[config.mk]
export PLATFORM = sky130hd
export DESIGN_NAME = cache_fill_ctrl
export DESIGN_NICKNAME = d
export VERILOG_FILES = /design/src/rtl/cache_fill_ctrl.sv
export SDC_FILE = /design/constraint.sdc
export NUM_CORES = 1
export LEC_CHECK = 0
export CAP_MARGIN = 30
export CORE_MARGIN = 4
export CORE_UTILIZATION = 40
export DETAILED_ROUTE_END_ITERATION = 10
export PLACE_DENSITY_LB_ADDON = 0.08
export RECOVER_POWER = 25
export SLEW_MARGIN = 20
export SYNTH_ARGS = -nofsm -noshare
export SYNTH_HDL_FRONTEND = slang
export SYNTH_SLANG_ARGS = --single-unit
[constraint.sdc]
create_clock -name clk -period 12.1 [get_ports clk]
set_input_delay 2.42 -clock clk [delete_from_list [all_inputs] [get_ports clk]]
set_output_delay 2.42 -clock clk [all_outputs]
set_load 0.005 [all_outputs]
[src/rtl/cache_fill_ctrl.sv]
// -----------------------------------------------------------------------------
// cache_fill_ctrl
//
// Data-cache miss controller. On a load/store miss it stalls the CPU, fetches
// the 64-byte line from main memory as 16 acknowledged word beats, then
// presents the whole line to the cache with a one-cycle writeM strobe. A beat
// that is not acknowledged within TIMEOUT cycles aborts the fill and sets a
// sticky err flag.
//
// Optional feature (macro CACHE_WRITE_THROUGH_EN): write hits are also written
// through to main memory (states WT/WDONE). Without the macro, write hits go to
// the cache only and memWe is constant 0.
//
// Ports
//   clk, reset            clock, asynchronous active-low reset
//   memRead, memWrite     CPU load / store request (held until stall is low)
//   AdrD, writeDataD      CPU byte address / store data
//   hit                   cache hit indication for AdrD
//   stall                 freezes the CPU while a request is serviced
//   memReq, memWe         memory request / write enable
//   memAdr, memWdata      memory word address / write data
//   memAck, memRdata      one-cycle beat acknowledge / read data
//   writeM, writeAdrM     line-fill strobe / line address to the cache
//   writeDataM0..15       fill-line words (word i at writeAdrM + 4*i)
//   err                   sticky memory-timeout flag
// -----------------------------------------------------------------------------
module cache_fill_ctrl #(
  parameter int TIMEOUT = 64
) (
  input  logic        clk,
  input  logic        reset,
  input  logic        memRead,
  input  logic        memWrite,
  input  logic [31:0] AdrD,
  input  logic [31:0] writeDataD,
  input  logic        hit,
  output logic        stall,
  output logic        memReq,
  output logic        memWe,
  output logic [31:0] memAdr,
  output logic [31:0] memWdata,
  input  logic        memAck,
  input  logic [31:0] memRdata,
  output logic        writeM,
  output logic [31:0] writeAdrM,
  output logic [31:0] writeDataM0,
  output logic [31:0] writeDataM1,
  output logic [31:0] writeDataM2,
  output logic [31:0] writeDataM3,
  output logic [31:0] writeDataM4,
  output logic [31:0] writeDataM5,
  output logic [31:0] writeDataM6,
  output logic [31:0] writeDataM7,
  output logic [31:0] writeDataM8,
  output logic [31:0] writeDataM9,
  output logic [31:0] writeDataM10,
  output logic [31:0] writeDataM11,
  output logic [31:0] writeDataM12,
  output logic [31:0] writeDataM13,
  output logic [31:0] writeDataM14,
  output logic [31:0] writeDataM15,
  output logic        err
);

  localparam int              TO_W    = (TIMEOUT > 2) ? $clog2(TIMEOUT) : 1;
  localparam logic [TO_W-1:0] TO_LAST = TO_W'(TIMEOUT - 1);

  typedef enum logic [2:0] {
    S_IDLE,
    S_FILL,
    S_COMMIT
`ifdef CACHE_WRITE_THROUGH_EN
    ,
    S_WT,
    S_WDONE
`endif
  } state_e;

  state_e             state_q,    state_d;
  logic [25:0]        line_adr_q, line_adr_d;  // line address bits [31:6]
  logic [3:0]         beat_q,     beat_d;
  logic [TO_W-1:0]    to_cnt_q,   to_cnt_d;
  logic               err_q,      err_d;
  logic [31:0]        wr_adr_q,   wr_adr_d;
  logic [15:0][31:0]  wr_data_q,  wr_data_d;
  logic [15:0][31:0]  fill_buf_q;
  logic               fill_we;

`ifndef CACHE_WRITE_THROUGH_EN
  // Store data and the byte offset only matter for write-through.
  logic unused_wt_inputs;
  assign unused_wt_inputs = ^{writeDataD, AdrD[5:0]};
`endif

  // NOTE: every output of this block gets a default first so no path can
  // leave a signal unassigned and infer a latch.
  always_comb begin
    state_d    = state_q;
    line_adr_d = line_adr_q;
    beat_d     = beat_q;
    to_cnt_d   = '0;          // cleared in every state that is not waiting
    err_d      = err_q;
    wr_adr_d   = wr_adr_q;
    wr_data_d  = wr_data_q;
    fill_we    = 1'b0;
    stall      = 1'b0;
    memReq     = 1'b0;
    memWe      = 1'b0;
    memAdr     = '0;
    memWdata   = '0;
    writeM     = 1'b0;

    case (state_q)
      S_IDLE: begin
        // A miss takes priority; a write miss allocates first and is then
        // handled as a write hit when it is re-checked here.
        if ((memRead || memWrite) && !hit) begin
          stall      = 1'b1;
          line_adr_d = AdrD[31:6];
          beat_d     = '0;
          state_d    = S_FILL;
        end
`ifdef CACHE_WRITE_THROUGH_EN
        else if (memWrite && hit) begin
          stall   = 1'b1;
          state_d = S_WT;
        end
`endif
      end

      S_FILL: begin
        stall  = 1'b1;
        memReq = 1'b1;
        memAdr = {line_adr_q, beat_q, 2'b00};
        if (memAck) begin
          fill_we = 1'b1;
          beat_d  = beat_q + 4'd1;
          if (beat_q == 4'd15) begin
            // Last word bypasses the buffer so the line is complete in COMMIT.
            wr_adr_d      = {line_adr_q, 6'b0};
            wr_data_d     = fill_buf_q;
            wr_data_d[15] = memRdata;
            state_d       = S_COMMIT;
          end
        end else if (to_cnt_q == TO_LAST) begin
          err_d   = 1'b1;
          state_d = S_IDLE;
        end else begin
          to_cnt_d = to_cnt_q + 1'b1;
        end
      end

      S_COMMIT: begin
        stall   = 1'b1;
        writeM  = 1'b1;
        state_d = S_IDLE;
      end

`ifdef CACHE_WRITE_THROUGH_EN
      S_WT: begin
        stall    = 1'b1;
        memReq   = 1'b1;
        memWe    = 1'b1;
        memAdr   = AdrD;
        memWdata = writeDataD;
        if (memAck) begin
          state_d = S_WDONE;
        end else if (to_cnt_q == TO_LAST) begin
          err_d   = 1'b1;
          state_d = S_IDLE;
        end else begin
          to_cnt_d = to_cnt_q + 1'b1;
        end
      end

      S_WDONE: begin
        // Releases the CPU for one cycle so it can retire the store.
        state_d = S_IDLE;
      end
`endif

      default: state_d = S_IDLE;
    endcase
  end

  // NOTE: state registers use non-blocking assignments so every flop samples
  // the pre-edge value of its neighbours.
  always_ff @(posedge clk or negedge reset) begin
    if (!reset) begin
      state_q    <= S_IDLE;
      line_adr_q <= '0;
      beat_q     <= '0;
      to_cnt_q   <= '0;
      err_q      <= 1'b0;
      wr_adr_q   <= '0;
      wr_data_q  <= '0;
    end else begin
      state_q    <= state_d;
      line_adr_q <= line_adr_d;
      beat_q     <= beat_d;
      to_cnt_q   <= to_cnt_d;
      err_q      <= err_d;
      wr_adr_q   <= wr_adr_d;
      wr_data_q  <= wr_data_d;
    end
  end

  // NOTE: the fill buffer has no reset; every word is rewritten by a complete
  // fill before it is copied to the outputs, and aborted fills are never used.
  always_ff @(posedge clk) begin
    if (fill_we) begin
      fill_buf_q[beat_q] <= memRdata;
    end
  end

  assign err          = err_q;
  assign writeAdrM    = wr_adr_q;
  assign writeDataM0  = wr_data_q[0];
  assign writeDataM1  = wr_data_q[1];
  assign writeDataM2  = wr_data_q[2];
  assign writeDataM3  = wr_data_q[3];
  assign writeDataM4  = wr_data_q[4];
  assign writeDataM5  = wr_data_q[5];
  assign writeDataM6  = wr_data_q[6];
  assign writeDataM7  = wr_data_q[7];
  assign writeDataM8  = wr_data_q[8];
  assign writeDataM9  = wr_data_q[9];
  assign writeDataM10 = wr_data_q[10];
  assign writeDataM11 = wr_data_q[11];
  assign writeDataM12 = wr_data_q[12];
  assign writeDataM13 = wr_data_q[13];
  assign writeDataM14 = wr_data_q[14];
  assign writeDataM15 = wr_data_q[15];

endmodule

==> qor.csv <==
stage,metric,value,unit
floorplan,DIE WIDTH,312,um
route,final WL,99.9,mm
timing,Worst Skew,14.9,ps
power,PD cells,172,nW/um^2
finish,"commonest non-fill, non-tap cell in the layout",clkdlybuf4s50_1,
critical_path,CP Launch Type,input pin,
floorplan,Site Rows,111,
finish,multi-input logic area,7300,um^2
hold_path,Hold Path Stages,1,
floorplan,Die H,312,um
route,Via Count,18900,
route,DRC,0,
timing,Worst Tran Pin Value,5380,ps
timing,Final setup viols,0,
logic_synthesis,post-synth cell types,34,
timing,final worst path period share,62.7,%
timing,relative max-transition margin,-259,%
status,failing checks,"max-capacitance violations, max-slew violations",
power,Peak VDD IR,0.112,mV
logic_synthesis,cell area after synthesis,36900,um^2
global_routing,gr usage total,20.4,%
critical_path,Worst Setup End Kind,asynchronous set/reset pin,
floorplan,Top Ports,715,
power,P_leak,20.4,nW
power,Design Power,8.28,mW
critical_path,R2R depth,7,
finish,fillers,7429,
clock_network,clock root buffer,clkbuf_16,
run,Max Cap Viol,2,
logic_synthesis,"FF+latch count, synth",1057,
global_routing,vias in the first global route,20100,
logic_synthesis,register area share after synthesis,78.1,%
clock_network,CTS tree,built,
route,WL per Instance,25.9,um
timing,Setup TNS Final,0,ps
clock_network,cts bufs inserted,111,
logic_synthesis,Cells after Synth,1850,
hold_path,critical hold path startpoint,fill_buf_q[48],
critical_path,FF-to-FF setup slack,7890,ps
route,first-pass iteration count of the detailed router,5,
clock_network,PostCTS Resize Cnt,0,
clock_network,CTS H-tree lvls,3,
placement,Post-Place Cells,3645,
timing,minimum clock period,7590,ps
critical_path,Setup CP Type,input pin to asynchronous set/reset pin,
clock_network,clock buffer depth,3,
floorplan,core footprint,91700,um^2
clock_network,hold_buf cts,0,
hold_path,hold endpoint,writeDataM1[16],
placement,count of input and output buffers,635,
route,drt initial violations,1075,
global_routing,initial antenna violation count,3,
logic_synthesis,Synth Warn #,0,
global_routing,first-pass GRT wire length,145,mm
finish,fin cells,3860,
logic_synthesis,synthesized area per cell,20.0,um^2
finish,final core occ,52.4,%
route,Post-DRT Antenna Nets,0,
timing,"Hold Vio Cnt, Final",0,
hold_path,Hold Path Class,flop to flop,
critical_path,worst reg2reg endpoint,writeDataM13[21],
finish,ratio of cells with drive above 1 in the final layout,29.1,%
timing,RSZ-0062 raised after global routing,no,
finish,register area,28900,um^2
clock_network,CTS sink count,1057,
floorplan,Die ar.,97300,um^2
finish,Area growth syn-to-layout,30.0,%
status,status,"finished, violations left",
critical_path,WP data arrival,8250,ps
clock_network,Clock Latency Late Sink,670,ps
clock_network,postcts setup bufs,0,
timing,maximum clock rate,132,MHz
placement,gp weighted congestion,0.780,
timing,Final Max Tran Viols,130,
finish,most frequent cells in the layout,"clkdlybuf4s50_1 (600), dfrtp_1 (577), mux2_2 (565)",
global_routing,aggregate global routing overflow,0,
critical_path,largest fanout on the critical path,163,
critical_path,RR Startpoint,state_q[1],
clock_network,"Reg clk slew, reported paths",60,ps
finish,Nets,2689,
placement,Final HPWL DP,65.7,mm
route,Avg Vias per Cell,4.89,
global_routing,largest net degree at the start of global routing,182,
floorplan,Initial Utilization,40.3,%
critical_path,CP Data Required Time,12760,ps
stage by stage:
step / hold WS (ps) / worst slack (ps) / area, um^2
finish: 466 / 4510 / 48000
floorplan: 455 / 6260 / 37100
CTS: 472 / 4930 / 48100
detailed placement: 463 / 4970 / 44500
global placement: 457 / 4980 / 44300
global route: 479 / 3330 / 48000
flip-flops by register name (all words and copies together), names as in the netlist, 32 cells and up:
signal,cells
fill_buf_q,480
writeDataM0,32
writeDataM10,32
writeDataM11,32
writeDataM12,32
writeDataM13,32
writeDataM14,32
writeDataM15,32
writeDataM1,32
writeDataM2,32
writeDataM3,32
writeDataM4,32
writeDataM5,32
writeDataM6,32
writeDataM7,32
writeDataM8,32
writeDataM9,32
synth_stat cells:
library cell	number	area [um^2]
a2111oi_0	1	8.76
a211o_1	1	8.76
a21oi_1	6	30.0
a22o_1	1	8.76
a32o_1	1	10.0
and2_1	29	181
buf_1	1	3.75
buf_2	4	20.0
buf_4	41	308
buf_6	58	653
clkbuf_1	4	15.0
clkbuf_2	1	5.00
conb_1	1	3.75
dfrtp_1	577	14400
edfxtp_1	480	14400
ha_1	10	125
inv_1	10	37.5
mux2_2	565	6360
mux2i_1	1	10.0
nand2_1	8	30.0
nand2b_1	3	18.8
nand3_1	5	25.0
nand4_4	1	21.3
nor2_1	22	82.6
nor2b_1	1	6.26
nor3_1	4	20.0
o21ai_0	4	20.0
o21bai_1	1	7.51
o22ai_1	1	6.26
o31ai_1	1	7.51
or2_2	1	6.26
or3_1	2	12.5
xnor2_1	2	17.5
xor2_1	2	17.5
cell type report:
type | instances | share of cell area (%)
clock inverter | 43 | 0.818
timing repair buffer | 683 | 14.0
tap | 1186 | 3.09
inverter | 10 | 0.0781
clock buffer | 166 | 6.74
antenna | 1 | 0.00521
multi-input combinational | 714 | 15.2
sequential | 1057 | 60.1
kinds of logic after synthesis:
kind of cell / Yosys count / synth area share [%]
other: 1 / 0.0102
muxes: 566 / 17.2
AOI/OAI and AO/OA: 17 / 0.291
adders and majority gates: 10 / 0.339
buffers and inverters: 119 / 2.82
xor gates and xnor gates: 4 / 0.0948
and+or+nand+nor: 76 / 1.09
DFF: 1057 / 78.1
worst max path at each step:
stage	endpoint	cells past startpoint	slack, ps	start
6_report	writeDataM12[3]	3	4510	reset
5_1_grt	writeAdrM[30]	3	3330	reset
4_1_cts	stall	5	4930	memWrite
3_5_place_dp	stall	5	4970	memWrite
3_3_place_gp	stall	5	4980	memWrite
2_1_floorplan	stall	5	6260	hit
where the power goes:
| group | internal [mW] | switching [mW] |
|---|---|---|
| Combinational | 0.415 | 0.396 |
| Clock | 1.99 | 1.37 |
| Sequential | 3.99 | 0.115 |
critical path, stage by stage:
cell,delay [ps]
clkbuf_1,3690
buf_4,1120
buf_12,680
metal layers:
layer  global-route usage, %  wire length [um]
met4                    6.76              3030
met3                    6.20              7040
met1                    24.9             39700
met5                       0                 0
met2                    34.7             50200
Note: power is estimated with default switching activity, not from simulation.
